### src/rtl/stereo_frame_serializer_if.sv
// Frame-in / word-out bus of the stereo frame serializer.
// master = surrounding logic (effect core and encoder side), slave = the serializer.
interface stereo_frame_serializer_if #(
    parameter int unsigned in_width    = 24,
    parameter int unsigned audio_width = 16
);
    logic                   i_valid;
    logic                   i_ready;
    logic [in_width-1:0]    i_left;
    logic [in_width-1:0]    i_right;
    logic                   i_is_error;
    logic                   o_valid;
    logic                   o_ready;
    logic [audio_width-1:0] o_audio;
    logic                   o_is_left;
    logic                   o_is_error;

    modport master (
        output i_valid, i_left, i_right, i_is_error, o_ready,
        input  i_ready, o_valid, o_audio, o_is_left, o_is_error
    );

    modport slave (
        input  i_valid, i_left, i_right, i_is_error, o_ready,
        output i_ready, o_valid, o_audio, o_is_left, o_is_error
    );
endinterface

### src/rtl/stereo_frame_serializer.sv
// Buffers up to two stereo frames and emits them as a left/right word stream with width reduction.
// Define STEREO_SERIALIZER_ROUND_EN for round-half-up with saturation; otherwise samples are truncated.
module stereo_frame_serializer #(
    parameter int unsigned in_width    = 24,
    parameter int unsigned audio_width = 16
) (
    input  logic clk,
    input  logic reset,
    stereo_frame_serializer_if.slave bus
);
    localparam int unsigned shift = in_width - audio_width;

    typedef struct packed {
        logic [in_width-1:0] left;
        logic [in_width-1:0] right;
        logic                error;
    } frame_t;

    typedef enum logic [1:0] {IDLE, LEFT, RIGHT} state_t;

`ifdef STEREO_SERIALIZER_ROUND_EN
    localparam logic [in_width:0] half = (in_width + 1)'(1) << (shift - 1);
`endif

    // Reduce one processing-width sample to the transport width.
    function automatic logic [audio_width-1:0] reduce(input logic [in_width-1:0] x);
`ifdef STEREO_SERIALIZER_ROUND_EN
        logic [in_width:0]                sum;
        logic [in_width:0]                sh;
        logic [in_width-audio_width+1:0]  top;
        sum = {x[in_width-1], x} + half;
        sh  = $unsigned($signed(sum) >>> shift);
        top = sh[in_width:audio_width-1];
        if ((&top) || !(|top))
            return sh[audio_width-1:0];
        else if (sh[in_width])
            return {1'b1, {(audio_width-1){1'b0}}};
        else
            return {1'b0, {(audio_width-1){1'b1}}};
`else
        logic unused_lsbs;
        unused_lsbs = ^x[shift-1:0];
        return x[in_width-1 -: audio_width];
`endif
    endfunction

    frame_t                 mem [2];
    frame_t                 in_frame;
    frame_t                 head;
    logic                   rd_ptr;
    logic                   wr_ptr;
    logic [1:0]             count;
    logic [1:0]             count_next;
    logic                   push;
    logic                   pop;
    logic [in_width-1:0]    next_left;
    logic                   next_error;

    state_t                 state;
    state_t                 state_next;
    logic                   ready_q;
    logic                   valid_q;
    logic [audio_width-1:0] audio_q;
    logic                   is_left_q;
    logic                   is_error_q;
    logic                   valid_d;
    logic [audio_width-1:0] audio_d;
    logic                   is_left_d;
    logic                   is_error_d;

    assign in_frame   = '{left: bus.i_left, right: bus.i_right, error: bus.i_is_error};
    assign head       = mem[rd_ptr];
    assign push       = bus.i_valid && ready_q;
    assign pop        = (state == RIGHT) && bus.o_ready;
    assign count_next = count + 2'(push) - 2'(pop);

    // With a full FIFO the follow-on frame is the second entry; otherwise it is the one arriving now.
    assign next_left  = (count == 2'd2) ? mem[~rd_ptr].left  : bus.i_left;
    assign next_error = (count == 2'd2) ? mem[~rd_ptr].error : bus.i_is_error;

    // Frame storage, no reset needed: contents are only read while count says they are valid.
    always_ff @(posedge clk) begin
        if (push)
            mem[wr_ptr] <= in_frame;
    end

    // FIFO pointers, occupancy and the registered ready.
    always_ff @(posedge clk) begin
        if (reset) begin
            rd_ptr  <= 1'b0;
            wr_ptr  <= 1'b0;
            count   <= 2'd0;
            ready_q <= 1'b0;
        end else begin
            if (push)
                wr_ptr <= ~wr_ptr;
            if (pop)
                rd_ptr <= ~rd_ptr;
            count   <= count_next;
            ready_q <= (count_next < 2'd2);
        end
    end

    // Phase FSM state and output registers.
    always_ff @(posedge clk) begin
        if (reset) begin
            state      <= IDLE;
            valid_q    <= 1'b0;
            audio_q    <= '0;
            is_left_q  <= 1'b1;
            is_error_q <= 1'b0;
        end else begin
            state      <= state_next;
            valid_q    <= valid_d;
            audio_q    <= audio_d;
            is_left_q  <= is_left_d;
            is_error_q <= is_error_d;
        end
    end

    // Next phase and next output word.
    always_comb begin
        state_next = state;
        valid_d    = valid_q;
        audio_d    = audio_q;
        is_left_d  = is_left_q;
        is_error_d = is_error_q;
        case (state)
            IDLE: begin
                if (count != 2'd0) begin
                    state_next = LEFT;
                    valid_d    = 1'b1;
                    audio_d    = reduce(head.left);
                    is_left_d  = 1'b1;
                    is_error_d = head.error;
                end
            end
            LEFT: begin
                if (bus.o_ready) begin
                    state_next = RIGHT;
                    audio_d    = reduce(head.right);
                    is_left_d  = 1'b0;
                end
            end
            RIGHT: begin
                if (bus.o_ready) begin
                    if ((count == 2'd2) || push) begin
                        state_next = LEFT;
                        audio_d    = reduce(next_left);
                        is_left_d  = 1'b1;
                        is_error_d = next_error;
                    end else begin
                        state_next = IDLE;
                        valid_d    = 1'b0;
                        is_left_d  = 1'b1;
                    end
                end
            end
            default: begin
                state_next = IDLE;
                valid_d    = 1'b0;
                is_left_d  = 1'b1;
            end
        endcase
    end

    assign bus.i_ready    = ready_q;
    assign bus.o_valid    = valid_q;
    assign bus.o_audio    = audio_q;
    assign bus.o_is_left  = is_left_q;
    assign bus.o_is_error = is_error_q;
endmodule

### src/flat_wrapper.sv
// flat-port wrapper written by rule: the top's interface ports become plain ports
module stereo_frame_serializer_flat 
#(
    parameter int unsigned in_width    = 24,
    parameter int unsigned audio_width = 16
)
  (clk, reset, bus_i_valid, bus_i_left, bus_i_right, bus_i_is_error, bus_o_ready, bus_i_ready, bus_o_valid, bus_o_audio, bus_o_is_left, bus_o_is_error);
  stereo_frame_serializer_if #(.in_width(in_width), .audio_width(audio_width)) bus_i ();
  input  logic clk;
  input  logic reset;
  input wire logic [$bits(bus_i.i_valid)-1:0] bus_i_valid;
  input wire logic [$bits(bus_i.i_left)-1:0] bus_i_left;
  input wire logic [$bits(bus_i.i_right)-1:0] bus_i_right;
  input wire logic [$bits(bus_i.i_is_error)-1:0] bus_i_is_error;
  input wire logic [$bits(bus_i.o_ready)-1:0] bus_o_ready;
  output wire logic [$bits(bus_i.i_ready)-1:0] bus_i_ready;
  output wire logic [$bits(bus_i.o_valid)-1:0] bus_o_valid;
  output wire logic [$bits(bus_i.o_audio)-1:0] bus_o_audio;
  output wire logic [$bits(bus_i.o_is_left)-1:0] bus_o_is_left;
  output wire logic [$bits(bus_i.o_is_error)-1:0] bus_o_is_error;
  assign bus_i.i_valid = bus_i_valid;
  assign bus_i.i_left = bus_i_left;
  assign bus_i.i_right = bus_i_right;
  assign bus_i.i_is_error = bus_i_is_error;
  assign bus_i.o_ready = bus_o_ready;
  assign bus_i_ready = bus_i.i_ready;
  assign bus_o_valid = bus_i.o_valid;
  assign bus_o_audio = bus_i.o_audio;
  assign bus_o_is_left = bus_i.o_is_left;
  assign bus_o_is_error = bus_i.o_is_error;
  stereo_frame_serializer #(.in_width(in_width), .audio_width(audio_width)) u_core (.clk(clk), .reset(reset), .bus(bus_i));
endmodule
### config.mk
export PLATFORM = sky130hd
export DESIGN_NAME = stereo_frame_serializer_flat
export DESIGN_NICKNAME = d
export VERILOG_FILES = /design/src/rtl/stereo_frame_serializer_if.sv /design/src/rtl/stereo_frame_serializer.sv /design/src/flat_wrapper.sv
export SDC_FILE = /design/constraint.sdc
export NUM_CORES = 1
export LEC_CHECK = 0
export BUFFER_PORTS_ARGS = -buffer_cell sky130_fd_sc_hd__buf_2
export CAP_MARGIN = 20
export CORE_MARGIN = 1
export CORE_UTILIZATION = 55
export DETAILED_ROUTE_END_ITERATION = 12
export GPL_ROUTABILITY_DRIVEN = 0
export PLACE_DENSITY_LB_ADDON = 0.2
export SKIP_CTS_REPAIR_TIMING = 1
export SKIP_LAST_GASP = 1
export SLEW_MARGIN = 20
export SYNTH_ARGS = -nofsm -noshare
export SYNTH_HDL_FRONTEND = slang
export SYNTH_SLANG_ARGS = --single-unit
### constraint.sdc
create_clock -name clk -period 4 [get_ports clk]
set_input_delay 0.2 -clock clk [delete_from_list [all_inputs] [get_ports clk]]
set_output_delay 0.2 -clock clk [all_outputs]
set_load 0.02 [all_outputs]
# Word-level counts from Yosys, hierarchy flattened
# Memories as Yosys holds them, arrays and structs flattened. A register that Yosys moved wholly into a read port is not among the register bits.
# Index checks and enable logic that the tools add are counted.
# totals
register_bits	26
ramBits	98
inputBits	53
output_inout_bits	20
word_cells	62
n_memories	1
# op_classes
addsub	2
magnitude_cmp	1
eq_ne	8
n_mux	27
n_bitwise	3
n_reduce_logical	11
# mem_list
memory	depth	word_bits	rd	rd_clocked_by_memory_dff	write_ports	line_no	text
u_core.mem	2	49	2	1	1	stereo_frame_serializer.sv:47	frame_t mem [2];
# op_table
op	n
16-bit 2-to-1 mux	4
16-bit one-hot mux with 3 select lines	1
24-bit 2-to-1 mux	1
1-bit 2-to-1 mux	14
2-bit != test, second input constant	4
4-bit AND reduction	2
2-bit 2-to-1 mux	3
1-bit one-hot mux with 3 select lines	2
2-bit one-hot mux with 3 select lines	1
5-bit AND reduction	1
2-bit == test, second input constant	2
2-bit nonzero test	2
1-bit inverter	3
3-bit AND reduction	1
3-bit nonzero test	1
2-bit by 1-bit adder with 2-bit output	1
2-bit by 1-bit == test with 1-bit output, second input constant	1
1-bit logical AND	2
2-bit logical NOT	1
2-bit less-than comparator, second input constant	1
2-bit by 1-bit != test with 1-bit output, second input constant	1
1-bit one-hot mux with 2 select lines	1
2-bit by 1-bit subtractor with 2-bit output	1
1-bit logical OR	1

# Logic depth before layout (Yosys ltp)
# An unclocked memory read counts as a cell.
# logic_depth
word_depth	6
ltp_mapped	10
depth_no_buf	9

# Worst setup path after synthesis
# Ideal clock, no wire load.
# synth_timing
kind	register to register
startpoint	register u_core.ready_q, in the netlist u_core.bus.i_ready
endpoint	memory u_core.mem[0][0] (netlist name) (enable)
setup_ps	423
arrival_time_ps	2039
t_required_ps	3577
path_slack_ps	1538
stages_incl_launch_ff	3
path_buffers	0
synth_period_minus_slack_ps	2462
cell_sequence	dfxtp_1 nand2_1 nor2_1
# synth_via
elab_chain_cells	3
# synth_lines
element	line_no	text
start: declaration	stereo_frame_serializer.sv:61	logic ready_q;
start signal: assignment	stereo_frame_serializer.sv:100	ready_q <= (count_next < 2'd2);
1-bit logical AND	stereo_frame_serializer.sv:73	assign push = bus.i_valid && ready_q;
1-bit 2-to-1 mux	stereo_frame_serializer.sv:83	if (push)
1-bit 2-to-1 mux (not written as such)	stereo_frame_serializer.sv:84	mem[wr_ptr] <= in_frame;
end: declaration	stereo_frame_serializer.sv:47	
# Every way passes these cells.

# Final worst setup path
# layout_timing
startpoint	register u_core.state[0]
endpoint	register u_core.audio_q[0], in the netlist u_core.bus.o_audio[0]
# layout_via
elab_chain_cells	3
elab_cells_between_ends	10
cone_classes	6 x eq/ne; 1 x mux; 3 x reduce/logical
# layout_lines
element	line_no	text
start: declaration	stereo_frame_serializer.sv:59	state_t state;
start signal: assignment	stereo_frame_serializer.sv:113	state <= state_next;
2-bit by 1-bit == test with 1-bit output (tied with other cells)	stereo_frame_serializer.sv:128	case (state)
2-bit != test (no line) (tied with other cells)	-	
5-bit AND reduction (no line)	-	
end signal: assignment	stereo_frame_serializer.sv:115	audio_q <= audio_d;
end: declaration	stereo_frame_serializer.sv:63	logic [audio_width-1:0] audio_q;
# Several ways; a longest one is shown, not always the timed one.
# A chain may end at the register's enable or synchronous reset.

==> results.sh <==
export IMPL_grt_pass1_wl_um=13600
export IMPL_clock_skew_ns=0.00833
export IMPL_power_leakage_nw=1.64
export IMPL_async_flop_share_pct=0
export IMPL_clock_latency_ns=0.35
export IMPL_detail_route_antenna_nets=0
export IMPL_ys_ff_latch=93
export IMPL_reg2reg_slack_ns=1.35
export IMPL_antenna_found_initial=0
export IMPL_cts_root_buf="clkbuf_8"
export IMPL_num_antenna_cells=0
export IMPL_path_cells="inv_1 > ha_1 > nor2_2 > o21ai_4 > nor3b_4 > o211ai_1 > a21oi_2"
export IMPL_drc=0
export IMPL_cts_buffer_depth=2
export IMPL_yosys_area_top_type_share_pct=46.6
export IMPL_critPathArrivalTime_ns=2.94
export IMPL_max_stage_delay_ns=0.65
export IMPL_grt_overflow=0
export IMPL_cts_buffers=9
export IMPL_grt_max_degree=34
export IMPL_reg2regPathDepth=7
export IMPL_core_rowCount=31
export IMPL_syn_nets=399
export IMPL_n_fill_cell=571
export IMPL_grt_use_total_pct=21.8
export IMPL_synthDistinctLibCells=38
export IMPL_fin_area_um2=4770
export IMPL_synthTopCellsByArea="edfxtp_1 (47%), dfxtp_1 (13%), mux2_2 (8.5%)"
export IMPL_htreeDepth=3
export IMPL_r2r_end="u_core.bus.o_audio[0]"
export IMPL_dieHeight_um=89.9
export IMPL_cts_sinks=93
export IMPL_synth_edff_count=66
export IMPL_slew_viol_final=0
export IMPL_rsz0062_at_grt="false"
export IMPL_start_kind="flip-flop"
export IMPL_tightest_slew_ns=1.04
export IMPL_tns_ns=0
export IMPL_finalCriticalPeriod_ns=2.65
export IMPL_wl_per_cell_um=17.2
export IMPL_drtIter0Drc=186
export IMPL_syn_area_um2=4250
export IMPL_required_ns=4.29
export IMPL_synth_seq_area_share_pct=59.3
export IMPL_synth_ff_type="edfxtp_1"
export IMPL_core_area_um2=7370
export IMPL_drive_gt1_share_pct=34.4
export IMPL_hold_depth=1
export IMPL_fmax_ghz=0.377
export IMPL_initial_core_util_pct=57.7
export IMPL_relSlewSlack_pct=30.9
export IMPL_min_path_type="in -> reg"
export IMPL_place_area_um2=4590
export IMPL_synth_common_cells="edfxtp_1 (66), o211ai_1 (33), mux2_2 (32)"
export IMPL_hpwlAfterDp_um=5340
export IMPL_min_delay_start="bus_i_right[13]"
export IMPL_vias=2803
export IMPL_yosysTopAreaCell="edfxtp_1"
export IMPL_synth_most_common_cell="edfxtp_1"
export IMPL_path_clk_slew_ns=0.09
export IMPL_firstDrtPassIters=5
export IMPL_via_per_inst=5.71
export IMPL_cts_tree="done"
export IMPL_setup_viol=0
export IMPL_final_hold_violation_count=0
export IMPL_cp_max_fo=25
export IMPL_syn_to_final_growth_pct=12.1
export IMPL_p_total_mw=3.03
export IMPL_worstReg2RegStart="u_core.state[0]"
export IMPL_ys_warnings_count=0
export IMPL_min_to="u_core.mem[0][14]"
export IMPL_p_per_area_nw_per_um2=635
export IMPL_fin_nets=448
export IMPL_grt_pass1_vias=2801
export IMPL_fin_crit_sh_pct=66.3
export IMPL_die_area_um2=8090
export IMPL_status="completed"
export IMPL_io_pins=73
export IMPL_postSynthCellCount=338
export IMPL_die_x_um=89.9
export IMPL_max_vdd_ir_drop_mv=0.329
export IMPL_maxCapViolations=0
export IMPL_setup_worst_path_end_class="flip-flop"
export IMPL_slowest_stage="nor3b_4"
export IMPL_detail_route_wirelength_um=8430
export IMPL_syn_avg_cell_area_um2=12.6
export IMPL_io_buffers=56
export IMPL_whs_ns=0.0285
export IMPL_path_class="reg -> reg"
## metal layers
| metal | vias up | global-route usage (%) | share of wire [%] |
|---|---|---|---|
| li1 | 1348 | - | - |
| met1 | 1350 | 28.9 | 46 |
| met2 | 96 | 34.6 | 48 |
| met3 | 9 | 5.16 | 5.3 |
| met4 | 0 | 9.01 | 1.1 |
| met5 | - | 0 | 0 |
## placed cells by master (no fill, tap or decap), types with 2 or more instances in the layout
master	n
a211oi_1	17
a21oi_1	11
a21oi_2	10
buf_2	56
buf_4	4
clkbuf_8	9
clkinvlp_4	4
dfxtp_1	27
edfxtp_1	66
ha_1	8
inv_1	5
mux2_2	32
mux2i_1	3
nand2_1	28
nand2_2	10
nand2b_1	3
nand3_1	2
nor2_1	7
nor2_2	2
nor2b_1	20
o211ai_1	33
o21ai_0	16
xnor2_1	3
## report_power, final
| part | leakage, nW | switching [mW] | internal, mW |
|---|---|---|---|
| logic | 0.740 | 0.749 | 0.440 |
| registers | 0.826 | 0.0899 | 1.19 |
| clock network | 0.0751 | 0.327 | 0.229 |
| total | 1.64 | 1.17 | 1.86 |
## worst max-delay path by stage
stage	startpoint	slack, ns	depth (start not counted)	to
floorplan	u_core.bus.i_ready	1.54	2	u_core.mem[0][0]
global placement	u_core.state[0]	1.41	7	u_core.bus.o_audio[2]
detailed placement	u_core.state[0]	1.37	7	u_core.bus.o_audio[2]
CTS	u_core.state[0]	1.34	7	u_core.bus.o_audio[2]
global route	u_core.state[0]	1.19	6	u_core.bus.o_audio[10]
finish	u_core.state[0]	1.35	7	u_core.bus.o_audio[0]
## critical path: cells and delay by family, from the launching register on
kind	cells	cell delay (ns)
AO/OA/AOI/OAI	3	0.59
buffers and inverters	1	0.10
flip-flops	1	0.44
adder cells (fa/ha/maj)	1	0.53
AND/OR/NAND/NOR	2	0.91
## registers in the layout, indices dropped and copies added, names as in the netlist, 2 cells and up, named ones only
register and cells:
u_core.state 2, u_core.bus.o_audio 16, u_core.mem 66, u_core.count 2
## final cells by class
type	instances	area (um2)	share of cell area, %
Sequential cell	93	2520	52.9
Multi-Input combinational cell	217	1590	33.3
Timing Repair Buffer	61	338	7.09
Clock buffer	10	128	2.68
Tap cell	99	124	2.60
Clock inverter	6	47.5	0.998
Inverter	5	18.8	0.394
## through the flow
stage	setup WS [ns]	instances	utilization [%]
2_1_floorplan	1.54	338	-
3_3_place_gp	1.41	474	61.9
3_5_place_dp	1.37	475	62.3
4_1_cts	1.34	491	64.7
5_1_grt	1.19	491	64.7
6_report	1.35	491	64.7
## cell families (layout without fill, tap and decap cells)
group | after synthesis | count (layout) | synth area share (%)
xor gates and xnor gates | 4 | 4 | 0.824
DFF | 93 | 93 | 59.3
buffers and inverters | 28 | 82 | 3.38
AOI/OAI and AO/OA | 90 | 90 | 14.8
adders and majority gates | 8 | 8 | 2.35
muxes | 35 | 35 | 9.18
and+or+nand+nor | 80 | 80 | 10.1
No activity file was read; power rests on OpenSTA's default activity.
